===== src/rtl/custom_master_slave_ctrl_pkg.sv =====
// custom_master_slave_ctrl_pkg: register indices and burst FSM state type
package custom_master_slave_pkg;

    localparam logic [2:0] REG_CTRL   = 3'd0;
    localparam logic [2:0] REG_BASE   = 3'd1;
    localparam logic [2:0] REG_CMD    = 3'd2;
    localparam logic [2:0] REG_LEN    = 3'd3;
    localparam logic [2:0] REG_STATUS = 3'd4;

    typedef enum logic [1:0] {IDLE, ADDR, DATA} state_t;

endpackage


===== src/rtl/custom_master_slave_ctrl_if.sv =====
// custom_master_slave_ctrl_if: slave write port plus read/write unit strobes; CUSTOM_MASTER_SLAVE_READBACK_EN adds the read port
interface custom_master_slave_ctrl_if #(
    parameter int DATA_W = 32,
    parameter int ADDR_W = 32
);

    logic              slave_write;
    logic              slave_chipselect;
    logic [2:0]        slave_address;
    logic [DATA_W-1:0] slave_writedata;
`ifdef CUSTOM_MASTER_SLAVE_READBACK_EN
    logic              slave_read;
    logic [DATA_W-1:0] slave_readdata;
`endif
    logic              rdwr_cntl;
    logic              n_action;
    logic              add_data_sel;
    logic [ADDR_W-1:0] rdwr_address;

    modport slave (
        input  slave_write, slave_chipselect, slave_address, slave_writedata,
`ifdef CUSTOM_MASTER_SLAVE_READBACK_EN
        input  slave_read,
        output slave_readdata,
`endif
        output rdwr_cntl, n_action, add_data_sel, rdwr_address
    );

    modport master (
        output slave_write, slave_chipselect, slave_address, slave_writedata,
`ifdef CUSTOM_MASTER_SLAVE_READBACK_EN
        output slave_read,
        input  slave_readdata,
`endif
        input  rdwr_cntl, n_action, add_data_sel, rdwr_address
    );

endinterface


===== src/rtl/custom_master_slave_ctrl_burst_seq.sv =====
// cms_burst_seq: address/data phase sequencer with shadow direction, address and count; CUSTOM_MASTER_SLAVE_READBACK_EN exposes status
module cms_burst_seq
    import custom_master_slave_pkg::*;
#(
    parameter int DATA_W      = 32,
    parameter int ADDR_W      = 32,
    parameter int ADDR_STRIDE = 4
) (
    input  logic              clk,
    input  logic              reset_n,
    input  logic              start,
    input  logic              abort,
    input  logic              dir_in,
    input  logic [ADDR_W-1:0] base_in,
    input  logic [DATA_W-1:0] len_in,
`ifdef CUSTOM_MASTER_SLAVE_READBACK_EN
    output logic              busy,
    output logic [DATA_W-1:0] remaining,
`endif
    output logic              rdwr_cntl,
    output logic              n_action,
    output logic              add_data_sel,
    output logic [ADDR_W-1:0] rdwr_address
);

    state_t            state, state_nx;
    logic              dir, dir_nx;
    logic [ADDR_W-1:0] addr, addr_nx;
    logic [DATA_W-1:0] cnt, cnt_nx;

    // state and shadow registers; reset is active high despite the name
    always_ff @(posedge clk) begin
        if (reset_n) begin
            state <= IDLE;
            dir   <= 1'b0;
            addr  <= '0;
            cnt   <= '0;
        end else begin
            state <= state_nx;
            dir   <= dir_nx;
            addr  <= addr_nx;
            cnt   <= cnt_nx;
        end
    end

    // start latches shadows from idle, abort drops to idle, data phase advances one word
    always_comb begin
        state_nx = state;
        dir_nx   = dir;
        addr_nx  = addr;
        cnt_nx   = cnt;
        if (state == IDLE) begin
            if (start) begin
                state_nx = ADDR;
                dir_nx   = dir_in;
                addr_nx  = base_in;
                cnt_nx   = len_in;
            end
        end else if (abort) begin
            state_nx = IDLE;
            cnt_nx   = '0;
        end else if (state == ADDR) begin
            state_nx = DATA;
        end else begin
            addr_nx  = addr + ADDR_W'(ADDR_STRIDE);
            cnt_nx   = cnt - DATA_W'(1);
            state_nx = (cnt == DATA_W'(1)) ? IDLE : ADDR;
        end
        n_action     = state == IDLE;
        add_data_sel = state == ADDR;
        rdwr_cntl    = (state != IDLE) && dir;
        rdwr_address = (state == IDLE) ? '0 : addr;
`ifdef CUSTOM_MASTER_SLAVE_READBACK_EN
        busy         = state != IDLE;
        remaining    = cnt;
`endif
    end

endmodule


===== src/rtl/custom_master_slave_ctrl.sv =====
// custom_master_slave_ctrl: register file driving a burst sequencer; CUSTOM_MASTER_SLAVE_READBACK_EN adds registered readback and STATUS
module custom_master_slave_ctrl
    import custom_master_slave_pkg::*;
#(
    parameter int DATA_W      = 32,
    parameter int ADDR_W      = 32,
    parameter int ADDR_STRIDE = 4
) (
    input logic                          clk,
    input logic                          reset_n,
    custom_master_slave_ctrl_if.slave    bus
);

`ifdef CUSTOM_MASTER_SLAVE_READBACK_EN
    localparam int CTRL_W = DATA_W;
`else
    localparam int CTRL_W = 1;
`endif

    logic              wr, start, abort;
    logic [CTRL_W-1:0] ctrl_reg;
    logic [DATA_W-1:0] base_reg;

    assign wr    = bus.slave_write && bus.slave_chipselect;
    assign start = wr && (bus.slave_address == REG_LEN) && (|bus.slave_writedata);
    assign abort = wr && (bus.slave_address == REG_CMD) && bus.slave_writedata[0];

`ifdef CUSTOM_MASTER_SLAVE_READBACK_EN
    logic [DATA_W-1:0] len_reg, remaining;
    logic              busy;

    // LEN is only kept for readback; the sequencer takes the count straight from the write
    always_ff @(posedge clk) begin
        if (reset_n)
            len_reg <= '0;
        else if (wr && bus.slave_address == REG_LEN)
            len_reg <= bus.slave_writedata;
    end

    // registered readback: stored registers, STATUS = {remaining, busy}, everything else 0
    always_ff @(posedge clk) begin
        if (reset_n)
            bus.slave_readdata <= '0;
        else if (bus.slave_read && bus.slave_chipselect)
            bus.slave_readdata <= (bus.slave_address == REG_CTRL)   ? ctrl_reg :
                                  (bus.slave_address == REG_BASE)   ? base_reg :
                                  (bus.slave_address == REG_LEN)    ? len_reg  :
                                  (bus.slave_address == REG_STATUS) ? {remaining[DATA_W-2:0], busy} : '0;
    end
`endif

    // CTRL and BASE take every write, busy or not; the running burst works from its shadows
    always_ff @(posedge clk) begin
        if (reset_n) begin
            ctrl_reg <= '0;
            base_reg <= '0;
        end else if (wr) begin
            if (bus.slave_address == REG_CTRL) ctrl_reg <= bus.slave_writedata[CTRL_W-1:0];
            if (bus.slave_address == REG_BASE) base_reg <= bus.slave_writedata;
        end
    end

    cms_burst_seq #(
        .DATA_W      (DATA_W),
        .ADDR_W      (ADDR_W),
        .ADDR_STRIDE (ADDR_STRIDE)
    ) u_seq (
        .clk          (clk),
        .reset_n      (reset_n),
        .start        (start),
        .abort        (abort),
        .dir_in       (ctrl_reg[0]),
        .base_in      (ADDR_W'(base_reg)),
        .len_in       (bus.slave_writedata),
`ifdef CUSTOM_MASTER_SLAVE_READBACK_EN
        .busy         (busy),
        .remaining    (remaining),
`endif
        .rdwr_cntl    (bus.rdwr_cntl),
        .n_action     (bus.n_action),
        .add_data_sel (bus.add_data_sel),
        .rdwr_address (bus.rdwr_address)
    );

endmodule


===== src/flat_wrapper.sv =====
// flat-port wrapper written by rule: the top's interface ports become plain ports
module custom_master_slave_ctrl_flat import custom_master_slave_pkg::*;
#(
    parameter int DATA_W      = 32,
    parameter int ADDR_W      = 32,
    parameter int ADDR_STRIDE = 4
)
  (clk, reset_n, bus_slave_write, bus_slave_chipselect, bus_slave_address, bus_slave_writedata, bus_rdwr_cntl, bus_n_action, bus_add_data_sel, bus_rdwr_address);
  custom_master_slave_ctrl_if #(.DATA_W(DATA_W), .ADDR_W(ADDR_W)) bus_i ();
  input logic clk;
  input logic reset_n;
  input wire logic [$bits(bus_i.slave_write)-1:0] bus_slave_write;
  input wire logic [$bits(bus_i.slave_chipselect)-1:0] bus_slave_chipselect;
  input wire logic [$bits(bus_i.slave_address)-1:0] bus_slave_address;
  input wire logic [$bits(bus_i.slave_writedata)-1:0] bus_slave_writedata;
  output wire logic [$bits(bus_i.rdwr_cntl)-1:0] bus_rdwr_cntl;
  output wire logic [$bits(bus_i.n_action)-1:0] bus_n_action;
  output wire logic [$bits(bus_i.add_data_sel)-1:0] bus_add_data_sel;
  output wire logic [$bits(bus_i.rdwr_address)-1:0] bus_rdwr_address;
  assign bus_i.slave_write = bus_slave_write;
  assign bus_i.slave_chipselect = bus_slave_chipselect;
  assign bus_i.slave_address = bus_slave_address;
  assign bus_i.slave_writedata = bus_slave_writedata;
  assign bus_rdwr_cntl = bus_i.rdwr_cntl;
  assign bus_n_action = bus_i.n_action;
  assign bus_add_data_sel = bus_i.add_data_sel;
  assign bus_rdwr_address = bus_i.rdwr_address;
  custom_master_slave_ctrl #(.DATA_W(DATA_W), .ADDR_W(ADDR_W), .ADDR_STRIDE(ADDR_STRIDE)) u_core (.clk(clk), .reset_n(reset_n), .bus(bus_i));
endmodule

===== config.mk =====
export PLATFORM = sky130hd
export DESIGN_NAME = custom_master_slave_ctrl_flat
export DESIGN_NICKNAME = d
export VERILOG_FILES = /design/src/rtl/custom_master_slave_ctrl_pkg.sv /design/src/rtl/custom_master_slave_ctrl_if.sv /design/src/rtl/custom_master_slave_ctrl_burst_seq.sv /design/src/rtl/custom_master_slave_ctrl.sv /design/src/flat_wrapper.sv
export SDC_FILE = /design/constraint.sdc
export NUM_CORES = 1
export LEC_CHECK = 0
export BUFFER_PORTS_ARGS = -buffer_cell sky130_fd_sc_hd__buf_2
export CAP_MARGIN = 0
export CELL_PAD_IN_SITES_DETAIL_PLACEMENT = 0
export CELL_PAD_IN_SITES_GLOBAL_PLACEMENT = 2
export CORE_MARGIN = 4
export CORE_UTILIZATION = 30
export DETAILED_ROUTE_END_ITERATION = 12
export HOLD_SLACK_MARGIN = 0.08
export PLACE_DENSITY = 0.76
export SYNTH_ARGS = -nofsm -noshare
export SYNTH_HDL_FRONTEND = slang
export SYNTH_SLANG_ARGS = --single-unit
export TNS_END_PERCENT = 10

===== constraint.sdc =====
create_clock -name clk -period 2.13 [get_ports clk]
set_input_delay 0.426 -clock clk [delete_from_list [all_inputs] [get_ports clk]]
set_output_delay 0.426 -clock clk [all_outputs]
set_load 0.01 [all_outputs]

==> results of run 1 <==
## worst min-delay path by stage
stage                           end  slack [ns]  depth (start not counted)
5_1_grt          u_core.base_reg[5]        0.44                          4
4_1_cts          u_core.base_reg[4]        0.43                          4
6_report         u_core.base_reg[2]        0.44                          4
3_5_place_dp   u_core.u_seq.addr[1]        0.45                          2
2_1_floorplan      u_core.u_seq.dir        0.43                          2
3_3_place_gp   u_core.u_seq.addr[1]        0.44                          2
## layer usage
metal	track usage (%)	up-vias	share of wire (%)
li1	-	3275	-
met5	0	-	0
met3	3.30	29	5.9
met2	32.3	231	46
met1	29.3	3275	46
met4	4.90	0	1.8
## Yosys cell counts (all sizes together) (8+ instances only)
cell type,n
nand2,131
dfxtp,100
a21oi,96
nor2,51
clkbuf,49
and2,36
o32ai,36
a22oi,26
nor4,26
buf,21
nand4,18
nor3,17
a31oi,16
inv,14
a32oi,12
nand3,12
a32o,11
o22ai,10
o21ai,9
and3,8
## logic make-up (layout without fill, tap and decap cells)
kind of cell / Yosys count / after routing / share of synthesized area (%)
XOR/XNOR: 4 / 4 / 0.582
buffers and inverters: 85 / 235 / 6.26
adder cells (fa/ha/maj): 3 / 3 / 0.624
AO/OA/AOI/OAI: 256 / 256 / 29.9
AND/OR/NAND/NOR: 339 / 339 / 29.0
multiplexers: 2 / 2 / 0.333
flip-flops: 100 / 100 / 33.3
## worst max-delay path, cell delays in order, from the launching register on
cell and delay [ns]:
sky130_fd_sc_hd__dfxtp_1 0.34, sky130_fd_sc_hd__or4_1 0.52, sky130_fd_sc_hd__buf_4 0.18, sky130_fd_sc_hd__or3_4 0.42, sky130_fd_sc_hd__o31a_1 0.26, sky130_fd_sc_hd__o21ai_2 0.15
sky130_fd_sc_hd__a31oi_1 0.09
## through the flow
stage	setup WS, ns	cells	hold slack [ns]	TNS (ns)	utilization, %
3_5_place_dp	-0.392	1187	0.446	-21.40	38.6
2_1_floorplan	0.172	789	0.431	0	-
3_3_place_gp	-0.388	1187	0.441	-22.16	38.6
4_1_cts	0.0181	1204	0.431	0	40.5
6_report	0.0400	1204	0.438	0	40.7
5_1_grt	-0.0636	1204	0.440	-0.180	40.7
## final cells by class
class / instances / share of cell area [%]
sequential: 100 / 25.1
clock buffer: 9 / 2.82
multi-input combinational: 604 / 46.2
tap: 265 / 4.16
clock inverter: 7 / 1.13
inverter: 15 / 0.722
timing repair buffer: 204 / 19.8
## what timing repair did
action / in CTS / in global routing
gates resized for setup: 5 / 8
setup buffers: 0 / 0
setup endpoints to repair: 30 / 19
gates cloned: 1 / 0
## where the power goes
| part | internal [W] | total, W | switching, W | leakage, nW |
|---|---|---|---|---|
| sequential | 0.00190 | 0.00192 | 0.0000227 | 0.808 |
| combinational | 0.000380 | 0.000838 | 0.000458 | 2.08 |
| clock | 0.000949 | 0.00181 | 0.000856 | 0.156 |
==> out/summary.txt, run 1 <==
CLOCKING
---------------------------------------------------------------------------------
Buffers from clock root to sink, at most ...........................            2
Clock buffers created by TritonCTS .................................            9
Total of hold buffers inserted after clock tree synthesis ..........            0
Source-to-sink clock delay at the later pin of the worst-skew pair .      0.36 ns
Clk sinks ..........................................................          100
Clk pin slew, worst setup/hold paths ...............................      0.08 ns
CTS tree ...........................................................         done
Buffer cell driving the clock tree root ............................ sky130_fd_sc_hd__clkbuf_16
Count of H-tree levels built during CTS ............................            3

TIMING
---------------------------------------------------------------------------------
Headroom to the max-slew limit .....................................        60.8%
Timing-limited maximum frequency ...................................      478 MHz
Setup-violating endpoint count in the final report .................            0
Worst-Margin Slew ..................................................     0.588 ns
Crit path time final ...............................................      2.09 ns
Final worst path period share ......................................        98.1%
Final Slew Violations ..............................................            0
RSZ-0062 raised after global routing ...............................          yes
Count of final hold-check violations ...............................            0
Worst Skew .........................................................   0.00714 ns

MIN PATH
---------------------------------------------------------------------------------
Class of the worst hold path ....................................... input port to register
Worst Min Path Start ............................................... bus_slave_writedata[2]

SETUP PATH
---------------------------------------------------------------------------------
WS Path Type ....................................................... register to register
Critical Path Start ................................................ u_core.u_seq.cnt[0]
Register-to-register setup slack ...................................      0.04 ns
Worst setup path end ............................................... u_core.u_seq.cnt[29]
Required time reported for the critical path endpoint ..............      2.38 ns
Reg2reg end ........................................................ u_core.u_seq.cnt[29]
Worst Path Max Fanout ..............................................            5
Arrival time at the worst endpoint .................................      2.34 ns
R2r startpoint ..................................................... u_core.u_seq.cnt[0]
Launching element type of the critical path ........................     register
Category of the worst setup path capture point .....................     register
Depth of the worst register-to-register path .......................            6

LOGIC SYNTHESIS
---------------------------------------------------------------------------------
Top-area cell type share of the netlist area .......................        33.3%
Net count after synthesis ..........................................          831
Netlist area before placement ......................................  0.00602 mm2
Synth warnings .....................................................            0
Number of distinct library cells after synthesis ...................           74
Cell type with the largest total area after synthesis .............. sky130_fd_sc_hd__dfxtp_1
Dominant cells by area after synthesis ............................. sky130_fd_sc_hd__dfxtp_1, sky130_fd_sc_hd__nand2_1, sky130_fd_sc_hd__a21oi_1
Post-synthesis async set-or-reset flop share .......................           0%
Mapped Cells .......................................................          789
Number of synthesized flops with an enable pin .....................            0
Most used flip-flop cell after synthesis ........................... sky130_fd_sc_hd__dfxtp_1
Number of flip-flops and latches in the synthesized netlist ........          100
Register area share after synthesis ................................        33.3%
Average instance area after synthesis ..............................     7.63 um2

FINAL LAYOUT
---------------------------------------------------------------------------------
Fill cells .........................................................         2106
Most used cells in the layout excluding fill and tap cells ......... sky130_fd_sc_hd__nand2_1, sky130_fd_sc_hd__buf_4, sky130_fd_sc_hd__dfxtp_1
Area grow syn2layout ...............................................        32.5%
Multi-input combinational cell area ................................  0.00369 mm2
Most common cell after layout, fill and taps aside ................. sky130_fd_sc_hd__nand2_1
Final layout net count .............................................          976
Area used by sequential logic in the layout ........................  0.00200 mm2
Post-route design area .............................................  0.00797 mm2
Number of inserted diodes ..........................................            0
Layout cells sized above 1 .........................................        26.4%

PLACED DESIGN
---------------------------------------------------------------------------------
HPWL after DPL .....................................................     15700 um
Input/output buffers ...............................................           73
Total cell area at the placement stage .............................  0.00756 mm2
Final GP Congestion ................................................        0.831

POWER AND IR DROP
---------------------------------------------------------------------------------
Power Total ........................................................    0.00456 W
Static leakage power ...............................................      3.05 nW
Maximum vdd ir drop ................................................   0.000368 V
Power density cells ................................................   572 mW/mm2

FLOORPLANNING
---------------------------------------------------------------------------------
Initial Util .......................................................        30.7%
Width of the die ...................................................       150 um
Die Outline Area ...................................................   0.0224 mm2
Boundary pin count .................................................           74
Std-Cell Rows ......................................................           51
Overall die height .................................................       150 um
Core Footprint .....................................................   0.0196 mm2

OUTCOME
---------------------------------------------------------------------------------
Result of the run .................................................. finished clean

DRT
---------------------------------------------------------------------------------
Drc violations .....................................................            0
Via count ..........................................................         6810
WL final ...........................................................     22800 um
First-iteration detailed-routing DRC count .........................          624
Iteration count of the initial detailed-routing pass ...............            5
Average wire per standard cell .....................................      19.0 um
Number of nets still failing antenna checks after routing ..........            0
Routed via count divided by cell count .............................         5.66

GRT
---------------------------------------------------------------------------------
Number of antenna violations at the first check in global routing ..            0
Maximum number of pins on one net before global-route repair .......           96
Global router's overall resource usage .............................        20.5%
Overall overflow remaining after global route ......................            0
Vias in the first global route .....................................         6576
Global-route wire length before repair .............................     36500 um

JOB
---------------------------------------------------------------------------------
Number of violations of the max-capacitance limit ..................            0

(Power assumes the default switching activity.)
==> inputs of run 2 (changes only) <==
--- a/config.mk
+++ b/config.mk
@@ -10,10 +10,11 @@
 export CELL_PAD_IN_SITES_DETAIL_PLACEMENT = 0
 export CELL_PAD_IN_SITES_GLOBAL_PLACEMENT = 2
 export CORE_MARGIN = 4
-export CORE_UTILIZATION = 30
+export CORE_UTILIZATION = 34
+export CTS_CLUSTER_SIZE = 30
 export DETAILED_ROUTE_END_ITERATION = 12
 export HOLD_SLACK_MARGIN = 0.08
-export PLACE_DENSITY = 0.76
+export PLACE_DENSITY = 0.84
 export SYNTH_ARGS = -nofsm -noshare
 export SYNTH_HDL_FRONTEND = slang
 export SYNTH_SLANG_ARGS = --single-unit
==> run 2 against run 1 <==
  * Clock-buffer cell count increased by 5
  * Largest power group unchanged
  * First-iteration DRC count rose by 8.0%
  * Design area decreased by 2.7%
  * Worst setup slack worse by 0.050 ns
  * Die area fell by 11%
  * Sequential share of layout area increased by 0.67 points
  * The run now ends with setup timing left
  * Critical path depth unchanged
  * Critical endpoint is now u_core.u_seq.addr[25]
==> out/summary.txt, run 2 (synthesized netlist as in run 1, its figures left out) <==
FLOORPLANNING
---------------------------------------------------------------------------------
Overall die height .................................................       141 um   was 150 um
Std-Cell Rows ......................................................           48   was 51
Die Outline Area ...................................................   0.0199 mm2   was 0.0224 mm2
Initial Util .......................................................        34.8%   was 30.7%
Width of the die ...................................................       141 um   was 150 um
Boundary pin count .................................................           74   unchanged
Core Footprint .....................................................   0.0173 mm2   was 0.0196 mm2

FINAL LAYOUT
---------------------------------------------------------------------------------
Post-route core utilization ........................................        44.9%   was 40.7%
Final layout net count .............................................          955   was 976
Layout cells sized above 1 .........................................        24.4%   was 26.4%
Area grow syn2layout ...............................................        29.0%   was 32.5%
Most common cell after layout, fill and taps aside ................. sky130_fd_sc_hd__nand2_1   unchanged
Number of inserted diodes ..........................................            0   unchanged
Count of non-filler cells in the finished layout ...................         1143   was 1204
Fill cells .........................................................         1762   was 2106
Most used cells in the layout excluding fill and tap cells ......... sky130_fd_sc_hd__nand2_1, sky130_fd_sc_hd__dfxtp_1, sky130_fd_sc_hd__a21oi_1, sky130_fd_sc_hd__buf_4, sky130_fd_sc_hd__buf_2   was sky130_fd_sc_hd__nand2_1, sky130_fd_sc_hd__buf_4, sky130_fd_sc_hd__dfxtp_1

SETUP PATH
---------------------------------------------------------------------------------
Required time reported for the critical path endpoint ..............      2.37 ns   was 2.38 ns
Arrival time at the worst endpoint .................................      2.39 ns   was 2.34 ns
Delay of the slowest cell on the worst path ........................      0.61 ns   was 0.52 ns
Reg2reg end ........................................................ u_core.u_seq.cnt[29]   unchanged
Critical Path Start ................................................ bus_slave_writedata[7]   was u_core.u_seq.cnt[0]
Register-to-register setup slack ...................................      0.04 ns   about the same
Depth of the worst register-to-register path .......................            6   unchanged
Crit-path cells .................................................... buf_2 > nor4_1 > and4_1 > a211o_1 > nand2_1 > a32o_1   was or4_1 > buf_4 > or3_4 > o31a_1 > o21ai_2 > a31oi_1
R2r startpoint ..................................................... u_core.u_seq.cnt[0]   unchanged
Launching element type of the critical path ........................   input port   was register
Worst setup path end ............................................... u_core.u_seq.addr[25]   was u_core.u_seq.cnt[29]
WS Path Type ....................................................... input port to register   was register to register
Category of the worst setup path capture point .....................     register   unchanged
Worst Path Max Fanout ..............................................            9   was 5
Slowest library cell on the worst path ............................. sky130_fd_sc_hd__nor4_1   was sky130_fd_sc_hd__or4_1

DRT
---------------------------------------------------------------------------------
Iteration count of the initial detailed-routing pass ...............            5   unchanged
Routed via count divided by cell count .............................         5.96   was 5.66
Number of nets still failing antenna checks after routing ..........            0   unchanged
Drc violations .....................................................            0   unchanged
First-iteration detailed-routing DRC count .........................          674   was 624
Average wire per standard cell .....................................      19.5 um   was 19.0 um
Via count ..........................................................         6811   was 6810
WL final ...........................................................     22300 um   was 22800 um

CLOCKING
---------------------------------------------------------------------------------
Buffers from clock root to sink, at most ...........................            2   unchanged
Buffer cell driving the clock tree root ............................ sky130_fd_sc_hd__clkbuf_16   unchanged
Count of H-tree levels built during CTS ............................            3   unchanged
Clk pin slew, worst setup/hold paths ...............................      0.07 ns   was 0.08 ns
Total of hold buffers inserted after clock tree synthesis ..........            0   unchanged
Clock buffers created by TritonCTS .................................            9   unchanged
Clk sinks ..........................................................          100   unchanged
Source-to-sink clock delay at the later pin of the worst-skew pair .      0.35 ns   was 0.36 ns
CTS tree ...........................................................         done   unchanged

TIMING
---------------------------------------------------------------------------------
RSZ-0062 raised after global routing ...............................          yes   unchanged
Final Slew Violations ..............................................            0   unchanged
Timing-limited maximum frequency ...................................      467 MHz   was 478 MHz
Setup-violating endpoint count in the final report .................            1   was 0
Worst-Margin Slew ..................................................     0.738 ns   was 0.588 ns
Worst Skew .........................................................   0.00362 ns   was 0.00714 ns
Worst Setup Slack, final ...........................................   -0.0105 ns   was 0.0400 ns
Headroom to the max-slew limit .....................................        50.8%   was 60.8%
Crit path time final ...............................................      2.14 ns   was 2.09 ns
Count of final hold-check violations ...............................            0   unchanged
Final worst path period share ......................................         100%   was 98.1%

JOB
---------------------------------------------------------------------------------
Number of violations of the max-capacitance limit ..................            0   unchanged

GRT
---------------------------------------------------------------------------------
Number of antenna violations at the first check in global routing ..            0   unchanged
Vias in the first global route .....................................         6564   was 6576
Global-route wire length before repair .............................     35400 um   was 36500 um
Global router's overall resource usage .............................        21.9%   was 20.5%
Overall overflow remaining after global route ......................            0   unchanged
Maximum number of pins on one net before global-route repair .......           96   unchanged

PLACED DESIGN
---------------------------------------------------------------------------------
HPWL after DPL .....................................................     15400 um   was 15700 um
Input/output buffers ...............................................           73   unchanged
Inst Count DP ......................................................         1124   was 1187
Final GP Congestion ................................................        0.866   was 0.831

POWER AND IR DROP
---------------------------------------------------------------------------------
Power density cells ................................................   582 mW/mm2   was 572 mW/mm2
Static leakage power ...............................................      2.94 nW   was 3.05 nW
Power Total ........................................................    0.00452 W   was 0.00456 W
Maximum vdd ir drop ................................................   0.000394 V   was 0.000368 V

OUTCOME
---------------------------------------------------------------------------------
Result of the run .................................................. complete, but fails checks   was finished clean
Violations in the final reports .................................... setup timing

MIN PATH
---------------------------------------------------------------------------------
Class of the worst hold path ....................................... input port to register   unchanged

[run 2: cell types whose count changed in the layout (fill, tap and decap cells not counted), sizes merged]
cell / change
buf: -21
clkinv: -1
inv: -4
clkbuf: +5
[run 2: where the power goes]
part | switching [W] | internal, W
clock network | 0.000756 | 0.00105
logic | 0.000438 | 0.000352
registers | 0.0000264 | 0.00190
total | 0.00122 | 0.00330
[run 2: through the flow]
stage | hold WS, ns | setup slack (ns) | setup TNS (ns) | area [um2]
after floorplan | 0.431 | 0.172 | 0 | 6020
after global placement | 0.444 | -0.416 | -20.69 | 7320
after detailed placement | 0.447 | -0.281 | -12.01 | 7320
after CTS | 0.339 | 0.0172 | 0 | 7700
after global routing | 0.364 | -0.0330 | -0.0469 | 7760
final | 0.352 | -0.0105 | -0.0105 | 7760
[run 2: final cells by class]
cell class                      count  area, um2  share of cell area [%]
Multi-Input combinational cell    604       3690                    47.6
Clock inverter                      2       38.8                   0.500
Sequential cell                   100       2000                    25.8
Tap cell                          225        282                    3.63
Inverter                           15       61.3                   0.790
Timing Repair Buffer              183       1400                    18.0
Clock buffer                       14        284                    3.66
[run 2: what timing repair did]
item / in CTS / in global routing
endpoints found under the hold margin: 0 / 0
gates cloned: 1 / 0
setup endpoints to repair: 13 / 19
pin swaps: 0 / 3
setup buffers: 0 / 2
gates resized for setup: 4 / 9
[run 2: worst min path at each step]
| stage | start | endpoint | slack (ns) | cells past startpoint |
|---|---|---|---|---|
| final | bus_slave_writedata[19] | u_core.base_reg[19] | 0.35 | 3 |
| after global routing | bus_slave_writedata[19] | u_core.base_reg[19] | 0.36 | 3 |
| after CTS | bus_slave_writedata[19] | u_core.base_reg[19] | 0.34 | 3 |
| after detailed placement | u_core.base_reg[0] | u_core.u_seq.addr[0] | 0.45 | 2 |
| after global placement | u_core.u_seq.dir | u_core.u_seq.dir | 0.44 | 2 |
| after floorplan | u_core.ctrl_reg | u_core.u_seq.dir | 0.43 | 2 |
[run 2: worst max-delay path: cells and delay by family]
family,cells,cell delay [ns]
buffers and inverters,1,0.12
AND/OR/NAND/NOR,3,1.26
AO/OA/AOI/OAI,2,0.57
[run 2: per-layer routing]
layer  track usage (%)  wire length [um]  vias to the layer above
met5                 0                 0                        -
met4              8.52               595                        0
met3              2.75              1370                       47
met2              35.8             10600                      241
met1              29.4              9760                     3292
li1                  -                 -                     3231
